File: src/rtl/clk_period_meter.sv
// Measures period and high time of an asynchronous slow signal in board_clk
// cycles, with a per-period valid strobe, a rise strobe and a timeout level.
//
// Ports:
//   board_clk    : system clock, all logic on posedge
//   rst          : synchronous active-high reset
//   sig_in       : asynchronous signal to measure
//   period       : cycles between the last two detected rising edges
//   high_time    : cycles the signal was high within that period
//   period_valid : one-cycle pulse when period/high_time update
//   sig_rise     : one-cycle pulse per detected rising edge
//   timeout      : level, no rising edge for TIMEOUT_CYCLES cycles
module clk_period_meter #(
  parameter int CNT_W          = 32,
  parameter int TIMEOUT_CYCLES = 125000000,
  parameter int SYNC_STAGES    = 2
) (
  input  logic             board_clk,
  input  logic             rst,
  input  logic             sig_in,
  output logic [CNT_W-1:0] period,
  output logic [CNT_W-1:0] high_time,
  output logic             period_valid,
  output logic             sig_rise,
  output logic             timeout
);

  localparam logic [CNT_W-1:0] TO_MAX = CNT_W'(TIMEOUT_CYCLES);

  typedef enum logic [1:0] {
    ST_WAIT,
    ST_MEASURE,
    ST_TIMEOUT
  } state_t;

  state_t state;
  state_t state_n;

  logic [SYNC_STAGES-1:0] sync;
  logic                   s;
  logic                   s_d;
  logic                   rise;
  logic                   strobe;
  logic [CNT_W-1:0]       cnt;
  logic [CNT_W-1:0]       hcnt;

  assign s    = sync[SYNC_STAGES-1];
  assign rise = s & ~s_d;

  // Synchroniser resets high so an input held high through reset
  // needs a real low before it can register a rise.
  always_ff @(posedge board_clk) begin
    if (rst) begin
      sync <= '1;
      s_d  <= 1'b1;
    end else begin
      sync <= {sync[SYNC_STAGES-2:0], sig_in};
      s_d  <= s;
    end
  end

  // cnt saturates at the timeout value so it never wraps while idle.
  always_ff @(posedge board_clk) begin
    if (rst) begin
      cnt  <= '0;
      hcnt <= '0;
    end else if (rise) begin
      cnt  <= CNT_W'(1);
      hcnt <= CNT_W'(1);
    end else begin
      if (cnt != TO_MAX) cnt <= cnt + 1'b1;
      if (s) hcnt <= hcnt + 1'b1;
    end
  end

  always_ff @(posedge board_clk) begin
    if (rst) state <= ST_WAIT;
    else     state <= state_n;
  end

  // A rise always wins over the timeout check in the same cycle.
  always_comb begin
    state_n = state;
    strobe  = 1'b0;
    unique case (state)
      ST_WAIT: begin
        if (rise)               state_n = ST_MEASURE;
        else if (cnt == TO_MAX) state_n = ST_TIMEOUT;
      end
      ST_MEASURE: begin
        if (rise)               strobe  = 1'b1;
        else if (cnt == TO_MAX) state_n = ST_TIMEOUT;
      end
      ST_TIMEOUT: begin
        if (rise) state_n = ST_MEASURE;
      end
      default: state_n = ST_WAIT;
    endcase
  end

  always_ff @(posedge board_clk) begin
    if (rst) begin
      period       <= '0;
      high_time    <= '0;
      period_valid <= 1'b0;
      sig_rise     <= 1'b0;
      timeout      <= 1'b0;
    end else begin
      period_valid <= strobe;
      sig_rise     <= rise;
      timeout      <= (state_n == ST_TIMEOUT);
      if (strobe) begin
        period    <= cnt;
        high_time <= hcnt;
      end
    end
  end

endmodule

File: config.mk
export PLATFORM = sky130hd
export DESIGN_NAME = clk_period_meter
export DESIGN_NICKNAME = d
export VERILOG_FILES = /design/src/rtl/clk_period_meter.sv
export SDC_FILE = /design/constraint.sdc
export NUM_CORES = 1
export LEC_CHECK = 0
export CAP_MARGIN = 20
export CELL_PAD_IN_SITES_DETAIL_PLACEMENT = 0
export CELL_PAD_IN_SITES_GLOBAL_PLACEMENT = 1
export CORE_MARGIN = 5
export CORE_UTILIZATION = 47
export DETAILED_ROUTE_END_ITERATION = 8
export DONT_BUFFER_PORTS = 1
export PLACE_DENSITY = 0.9
export SLEW_MARGIN = 20
export SYNTH_ARGS = -nofsm -noshare
export SYNTH_HDL_FRONTEND = slang
export SYNTH_SLANG_ARGS = --single-unit
File: constraint.sdc
create_clock -name board_clk -period 2.65 [get_ports board_clk]
set_input_delay 0.1325 -clock board_clk [delete_from_list [all_inputs] [get_ports board_clk]]
set_output_delay 0.1325 -clock board_clk [all_outputs]
set_load 0.02 [all_outputs]
# Word level (Yosys, flattened, before mapping)
# Index checks and enable logic that the tools add are counted.
# classes
add_sub_neg	2
eq_ne	5
muxes	11
n_bitwise	2
reduce_logical	4
# ops
cell	n
adder 32 x 1 -> 32 bit (second input constant)	2
== test 32 x 27 -> 1 bit (second input constant)	1
inequality test 32 x 27 -> 1 bit (second input constant)	1
2-to-1 mux 2 bit	4
2-to-1 mux 1 bit	6
case mux 2 bit (3 select lines)	1
== test 2 bit (second input constant)	2
nonzero test 2 bit	2
== test 2 x 1 -> 1 bit (second input constant)	1
zero test 2 bit	1
OR reduction 2 bit	1
AND 1 bit	1
NOT 1 bit	1
# totals
ff_bits	136
inputBits	3
out_inout_bits	67
word_cells	36

# Longest topological paths before layout
# Gate-level depths: netlist of run 1.
# logic_depth
depth_word	5
ltp_mapped	8
ltp_nobuf	6

# Worst setup path before layout of run 1
# OpenSTA, ideal clock, no wires.
# synth_timing
path_type	register to register
startpoint	register cnt[1]
endpoint	register cnt[26]
setup_ns	0.070
t_arrival_ns	1.966
t_required_ns	2.580
path_slack_ns	0.614
stages_incl_launch_ff	7
path_buffers	1
synth_period_minus_slack_ns	2.036
cell_sequence	dfxtp_1 > ha_1 > nand4_1 > or4_1 > buf_2 > or4_1 > a21oi_1
# synth_between
elab_chain_cells	1
word_cells_on_any_way	2
classes_between	add/sub (1); eq/ne (1)
# synth_rtl
element	line	text
start, declared	44	logic [CNT_W-1:0] cnt;
start signal, assigned	71	if (cnt != TO_MAX) cnt <= cnt + 1'b1;
adder 32 x 1 -> 32 bit / inequality test 32 x 27 -> 1 bit (equally long branches)	71	
# Parallel ways exist; a longest one is shown, timed or not.
# A chain may end at the register's enable or synchronous reset.

# Worst setup path in the final report of run 1
# layout_timing
startpoint	register sync[1]
endpoint	register hcnt[27]
# layout_between
elab_chain_cells	2
# layout_rtl
element	line	text
start, declared	39	logic [SYNC_STAGES-1:0] sync;
start signal, assigned	57	sync <= {sync[SYNC_STAGES-2:0], sig_in};
AND 1 bit	48	assign rise = s & ~s_d;
OR reduction 2 bit (no line)	--	
end signal, assigned	72	if (s) hcnt <= hcnt + 1'b1;
end, declared	45	logic [CNT_W-1:0] hcnt;
# Parallel ways exist; a longest one is shown, timed or not.

==> out/qor.txt, run 1 <==
Buffers added on ports = 0
Routed length per instance = 15.4 um
Worst setup path class = register to register
Worst R2R Setup Slack = 270 ps
CTS sink count = 136
First-iteration detailed-routing DRC count = 266
Endpoint arrival time on the critical path = 2720 ps
Fmax achieved = 420 MHz
IR drop worst, VDD = 426 uV
Synthesized Nets = 688
Max-Cap Viols = 0
Type of the tightest min-delay check = primary input to register
RSZ-0062 raised after global routing = false
Initial Utilization = 0.484
Post-synthesis adder-cell area fraction = 0.00670
Capture point of the critical path = hcnt[27]
Parity-gate share of the synthesized area counting xor and xnor cells = 0.0297
Worst-margin pin slew = 712 ps
Remaining Overflow, GRT = 0
Setup-violating endpoint count in the final report = 0
Total placed instance area = 5660 um^2
Maximum root-to-sink buffer count = 2
Main combinational cell family by area after synthesis = simple AND/OR/NAND/NOR gates
Setup ws final = 268 ps
Area of the die = 14200 um^2
Worst hold margin = 97.0 ps
Cell Pwr Density = 691 nW/um^2
Crit. End Element = register
Number of cells produced by synthesis = 682
Die width = 119 um
Final design utilization = 0.540
Final hold viol count = 0
Buffer count from post-CTS setup fixing = 0
Leakage power of the design = 1.95 nW
Number of inserted diodes = 0
Total of warnings raised by yosys = 0
Remaining number of nets flagged by the antenna check after routing = 0
Worst-case reg-to-reg path depth = 4
Worst skew pair latency = 410 ps
Critical Path Fanout Max = 18
Number of placement rows = 39
Number of standard cells in the final layout excluding fillers = 818
Global-route wire length before repair = 21.5 mm
Final sum of negative setup slack = 0 ps
Most common library cell in the layout ignoring fill and taps = nand2_1
Final slew viol count = 0
Start point of the critical path = sync[1]
Reg-to-reg endpoint = hcnt[27]
Number of search-and-repair iterations in the first detailed-routing pass = 4
Result of the run = finished, final reports clean
TritonCTS clock tree = built
Via count = 4625
Detail-routed via count per cell = 5.65
Number of global-route vias before repair = 4456
Syn Area/Cell = 8.21 um^2
Post-detailed-placement half-perimeter wirelength = 8.25 mm
Post-placement worst setup slack = 356 ps
Number of gates given a new drive strength after cts = 0
Layout area overhead = 11.4%
Final critical-path required period = 2380 ps
Slew headroom = 0.525
Cell area after technology mapping = 5600 um^2
Share of the synthesized area in compound gates (AO/OA/AOI/OAI) = 0.126
Final-stage net count = 670
Final cycle utilization of the critical path = 0.899
DRT Wirelength = 12.6 mm
Global-route total usage across every layer = 0.182
Maximum number of pins on one net before global-route repair = 85
Design area = 6240 um^2
Unique masters post-synth = 42
Clock transition at path regs = 60 ps
Commonest non-fill, non-tap cells in the layout = nand2_1, dfxtp_1, a21oi_1
Height of the die = 119 um
Initial antenna violation count = 0
Share of the yosys chip area belonging to registers = 0.486
Post-synthesis sequential element count = 136
Number of I/O pins = 70
Post-Place Cells = 786
Data required, critical path = 2990 ps
Reg-to-reg critical path startpoint = sync[1]
Final setup skew = 14.9 ps
Clock root cell = clkbuf_16
Placeable core area = 11600 um^2
DRC errors left = 0
CTS Buf Count = 17
Mux contribution to synthesized area = 0.0232
Total Power Consumption = 4.31 mW
Routability cong. = 0.812
Launching element type of the critical path = register
Post-Synth Simple-Gate Area = 0.287
CTS H-Tree Depth = 4
Ratio of cells with drive above 1 in the final layout = 0.0667
==> synthesized netlist by cell type (all sizes together) <==
cell type  instances  area share
and3               3      0.0034
or3               24       0.027
and4               6      0.0094
ha                 3      0.0067
o21ai             14       0.013
and2               2      0.0022
a2111oi            1      0.0016
buf               10      0.0094
a21oi             90       0.080
or2                4      0.0045
o41ai              1      0.0016
nor2b              2      0.0022
nor3               8      0.0080
o31ai             16       0.021
inv               11      0.0074
xnor2              9       0.014
nand2            163        0.11
xor2              10       0.016
nand2b             4      0.0045
nor4b              3      0.0047
nor4              14       0.017
nor2              27       0.018
nand3b             3      0.0040
o311ai             1      0.0016
or4b               4      0.0071
mux2i             13       0.023
clkbuf            36       0.024
o22ai              1      0.0011
nand4             18       0.021
dfxtp            136        0.49
nand3             23       0.021
or4               18       0.024
a221oi             1      0.0016
o21a               1      0.0013
a22o               2      0.0031
==> worst max-delay path: stages, from the launching register on <==
cell and delay [ps]:
dfxtp_1 480, and4_1 380, or4b_1 730, or4_1 560, a21oi_1 160
==> logic make-up (layout without fill, tap and decap cells) <==
family                     count (synthesis)  count (layout)
and+or+nand+nor                          326             326
DFF                                      136             136
AOI/OAI and AO/OA                        128             128
buffers and inverters                     57              50
xor gates and xnor gates                  19              19
muxes                                     13              13
adders and majority gates                  3               3
==> sequential cells by signal, indices dropped and copies added (netlist names) <==
register / cells
sync: 2
high_time: 32
hcnt: 32
cnt: 32
period: 32
state: 2
sig_rise: 1
timeout: 1
period_valid: 1
s_d: 1
==> final cells by class <==
cell class / count / area [um^2]
timing repair buffer: 9 / 103
clock inverter: 9 / 77.6
fill: 1094 / 5320
multi-input combinational: 489 / 2660
tap: 143 / 179
clock buffer: 21 / 460
inverter: 11 / 41.3
sequential: 136 / 2720
==> power breakdown <==
group | switching (mW) | internal, mW
registers | 0.0142 | 2.06
logic | 0.0635 | 0.0337
clock network | 0.823 | 1.32
==> how the worst min path moves through the flow <==
stage / cells after the start / startpoint / end / slack, ps
global placement: 1 / rst / period[2] / 210
floorplan: 1 / sig_in / sync[0] / 240
detailed placement: 1 / rst / period[2] / 210
CTS: 2 / rst / hcnt[0] / 90
global route: 2 / rst / period[1] / 110
finish: 2 / rst / period[6] / 100
==> timing repair <==
item                                   4_1_cts  5_1_grt
setup endpoints to repair                    0        0
endpoints found under the hold margin       84        0
hold buffers                                 2        0
==> layer usage <==
layer	routed length [um]	track usage
met1	5610	0.228
met2	6180	0.297
met3	595	0.0479
met4	229	0.0753
met5	0	0
Note: power is estimated with default switching activity, not from simulation.
==> run 2, diff against run 1 <==
--- a/config.mk
+++ b/config.mk
@@ -9,10 +9,10 @@
 export CELL_PAD_IN_SITES_DETAIL_PLACEMENT = 0
 export CELL_PAD_IN_SITES_GLOBAL_PLACEMENT = 1
 export CORE_MARGIN = 5
-export CORE_UTILIZATION = 47
+export CORE_UTILIZATION = 45
 export DETAILED_ROUTE_END_ITERATION = 8
 export DONT_BUFFER_PORTS = 1
-export PLACE_DENSITY = 0.9
+export PLACE_DENSITY = 0.87
 export SLEW_MARGIN = 20
 export SYNTH_ARGS = -nofsm -noshare
 export SYNTH_HDL_FRONTEND = slang
==> constraint.sdc (replaced) <==
create_clock -name board_clk -period 3 [get_ports board_clk]
set_input_delay 0.15 -clock board_clk [delete_from_list [all_inputs] [get_ports board_clk]]
set_output_delay 0.15 -clock board_clk [all_outputs]
set_load 0.02 [all_outputs]
==> out/qor.txt, run 2 (synthesized netlist as in run 1, its figures left out) <==
Final hold viol count = 0
First-iteration detailed-routing DRC count = 236
Critical Path Fanout Max = 18
Number of placement rows = 40
Number of gates given a new drive strength after cts = 0
Sequential power share = 0.466
Number of I/O pins = 70
Initial antenna violation count = 0
Area of the die = 14800 um^2
Number of search-and-repair iterations in the first detailed-routing pass = 4
Number of inserted diodes = 0
Type of the tightest min-delay check = primary input to register
Combinational share of power = 0.022
Commonest non-fill, non-tap cells in the layout = nand2_1, dfxtp_1, a21oi_1
Clock transition at path regs = 60 ps
TritonCTS clock tree = built
Fmax achieved = 430 MHz
Height of the die = 122 um
Final critical-path required period = 2330 ps
Endpoint arrival time on the critical path = 2680 ps
Routability cong. = 0.803
Worst skew pair latency = 420 ps
Number of fill cells in the layout = 1165
Via count = 4690
Final sum of negative setup slack = 0 ps
Buffers added on ports = 0
Launching element type of the critical path = register
Global-route total usage across every layer = 0.178
Routed length per instance = 15.1 um
Worst-margin pin slew = 707 ps
Die width = 122 um
Total Power Consumption = 3.92 mW
Setup-violating endpoint count in the final report = 0
Placeable core area = 12100 um^2
Final slew viol count = 0
DRT Wirelength = 12.7 mm
Post-detailed-placement half-perimeter wirelength = 8.44 mm
Net load switching power = 834 uW
Cell Pwr Density = 624 nW/um^2
Number of global-route vias before repair = 4440
Maximum number of pins on one net before global-route repair = 86
Most common library cell in the layout ignoring fill and taps = nand2_1
Layout area overhead = 12.3%
Final cycle utilization of the critical path = 0.775
RSZ-0062 raised after global routing = false
Clock root cell = clkbuf_16
Worst setup path class = register to register
Crit. End Element = register
Remaining number of nets flagged by the antenna check after routing = 0
Ratio of cells with drive above 1 in the final layout = 0.0666
Worst R2R Setup Slack = 670 ps
Remaining Overflow, GRT = 0
Slew headroom = 0.529
Global-route wire length before repair = 21.3 mm
CTS Buf Count = 17
IR drop worst, VDD = 391 uV
Result of the run = finished, final reports clean
CTS sink count = 136
CTS H-Tree Depth = 4
Proportion of power drawn by the clock network = 0.512
Data required, critical path = 3350 ps
Max-Cap Viols = 0
Detail-routed via count per cell = 5.56
Final-stage net count = 669
Initial Utilization = 0.462
Final setup skew = 6.98 ps
Internal cell power = 3.09 mW
Leakage power of the design = 1.96 nW
DRC errors left = 0
Switching share of total power = 0.213
Maximum root-to-sink buffer count = 2
-- run 2: cell types whose count changed in the layout (fill, tap and decap cells not counted), sizes merged --
cell    before  now
buf          8    7
bufinv       1    2
inv         11   12
-- run 2: power groups by stage --
stage | clock (mW) | sequential (mW) | combinational (mW)
after CTS | 2.06 | 1.83 | 0.0867
after global placement | 0 | 1.87 | 0.0613
after global routing | 2.13 | 1.83 | 0.0965
after detailed placement | 0 | 1.87 | 0.0640
final | 2.01 | 1.83 | 0.0856
after floorplan | 0 | 1.86 | 0.0638
-- run 2: critical path, cell delays in order (launching register included) --
cell and delay, ps:
dfxtp_1 460, and4_1 350, or4b_1 720, or4_1 570, a21oi_1 160
-- run 2: worst paths after layout --
kind	from	to	cells after the start
worst max-delay path	sync[1]	hcnt[27]	4
worst min-delay path	rst	period[7]	2
worst min register to register	sync[0]	sync[1]	1
worst max register to register	sync[1]	hcnt[27]	4
-- run 2: what timing repair did --
item                                   CTS  global route
setup buffers                            0             0
endpoints found under the hold margin   84             0
hold buffers                             2             0
-- run 2: layout make-up --
cell class / count / area (um^2) / share of cell area
inverter: 11 / 41.3 / 0.00657
multi-input combinational: 489 / 2660 / 0.423
tap: 168 / 210 / 0.0334
clock buffer: 21 / 450 / 0.0716
clock inverter: 11 / 124 / 0.0197
timing repair buffer: 8 / 82.6 / 0.0131
sequential: 136 / 2720 / 0.433
-- run 2: stage by stage --
step | hold slack [ps] | util | worst slack, ps | std cells | instance area (um^2)
final | 90.5 | 0.519 | 674 | 844 | 6290
after global routing | 121 | 0.519 | 519 | 844 | 6290
after CTS | 98.8 | 0.519 | 665 | 844 | 6290
after detailed placement | 230 | 0.468 | 690 | 810 | 5670
after global placement | 228 | 0.468 | 784 | 810 | 5670
after floorplan | 254 | - | 964 | 682 | 5600
-- run 2: per-layer routing --
metal  up-vias  global-route usage  part of all wire
met3        17              0.0599             0.061
met5         -                   0                 0
li1       2361                   -                 -
met1      2194               0.218              0.45
met2       118               0.291              0.48
met4         0              0.0679             0.016
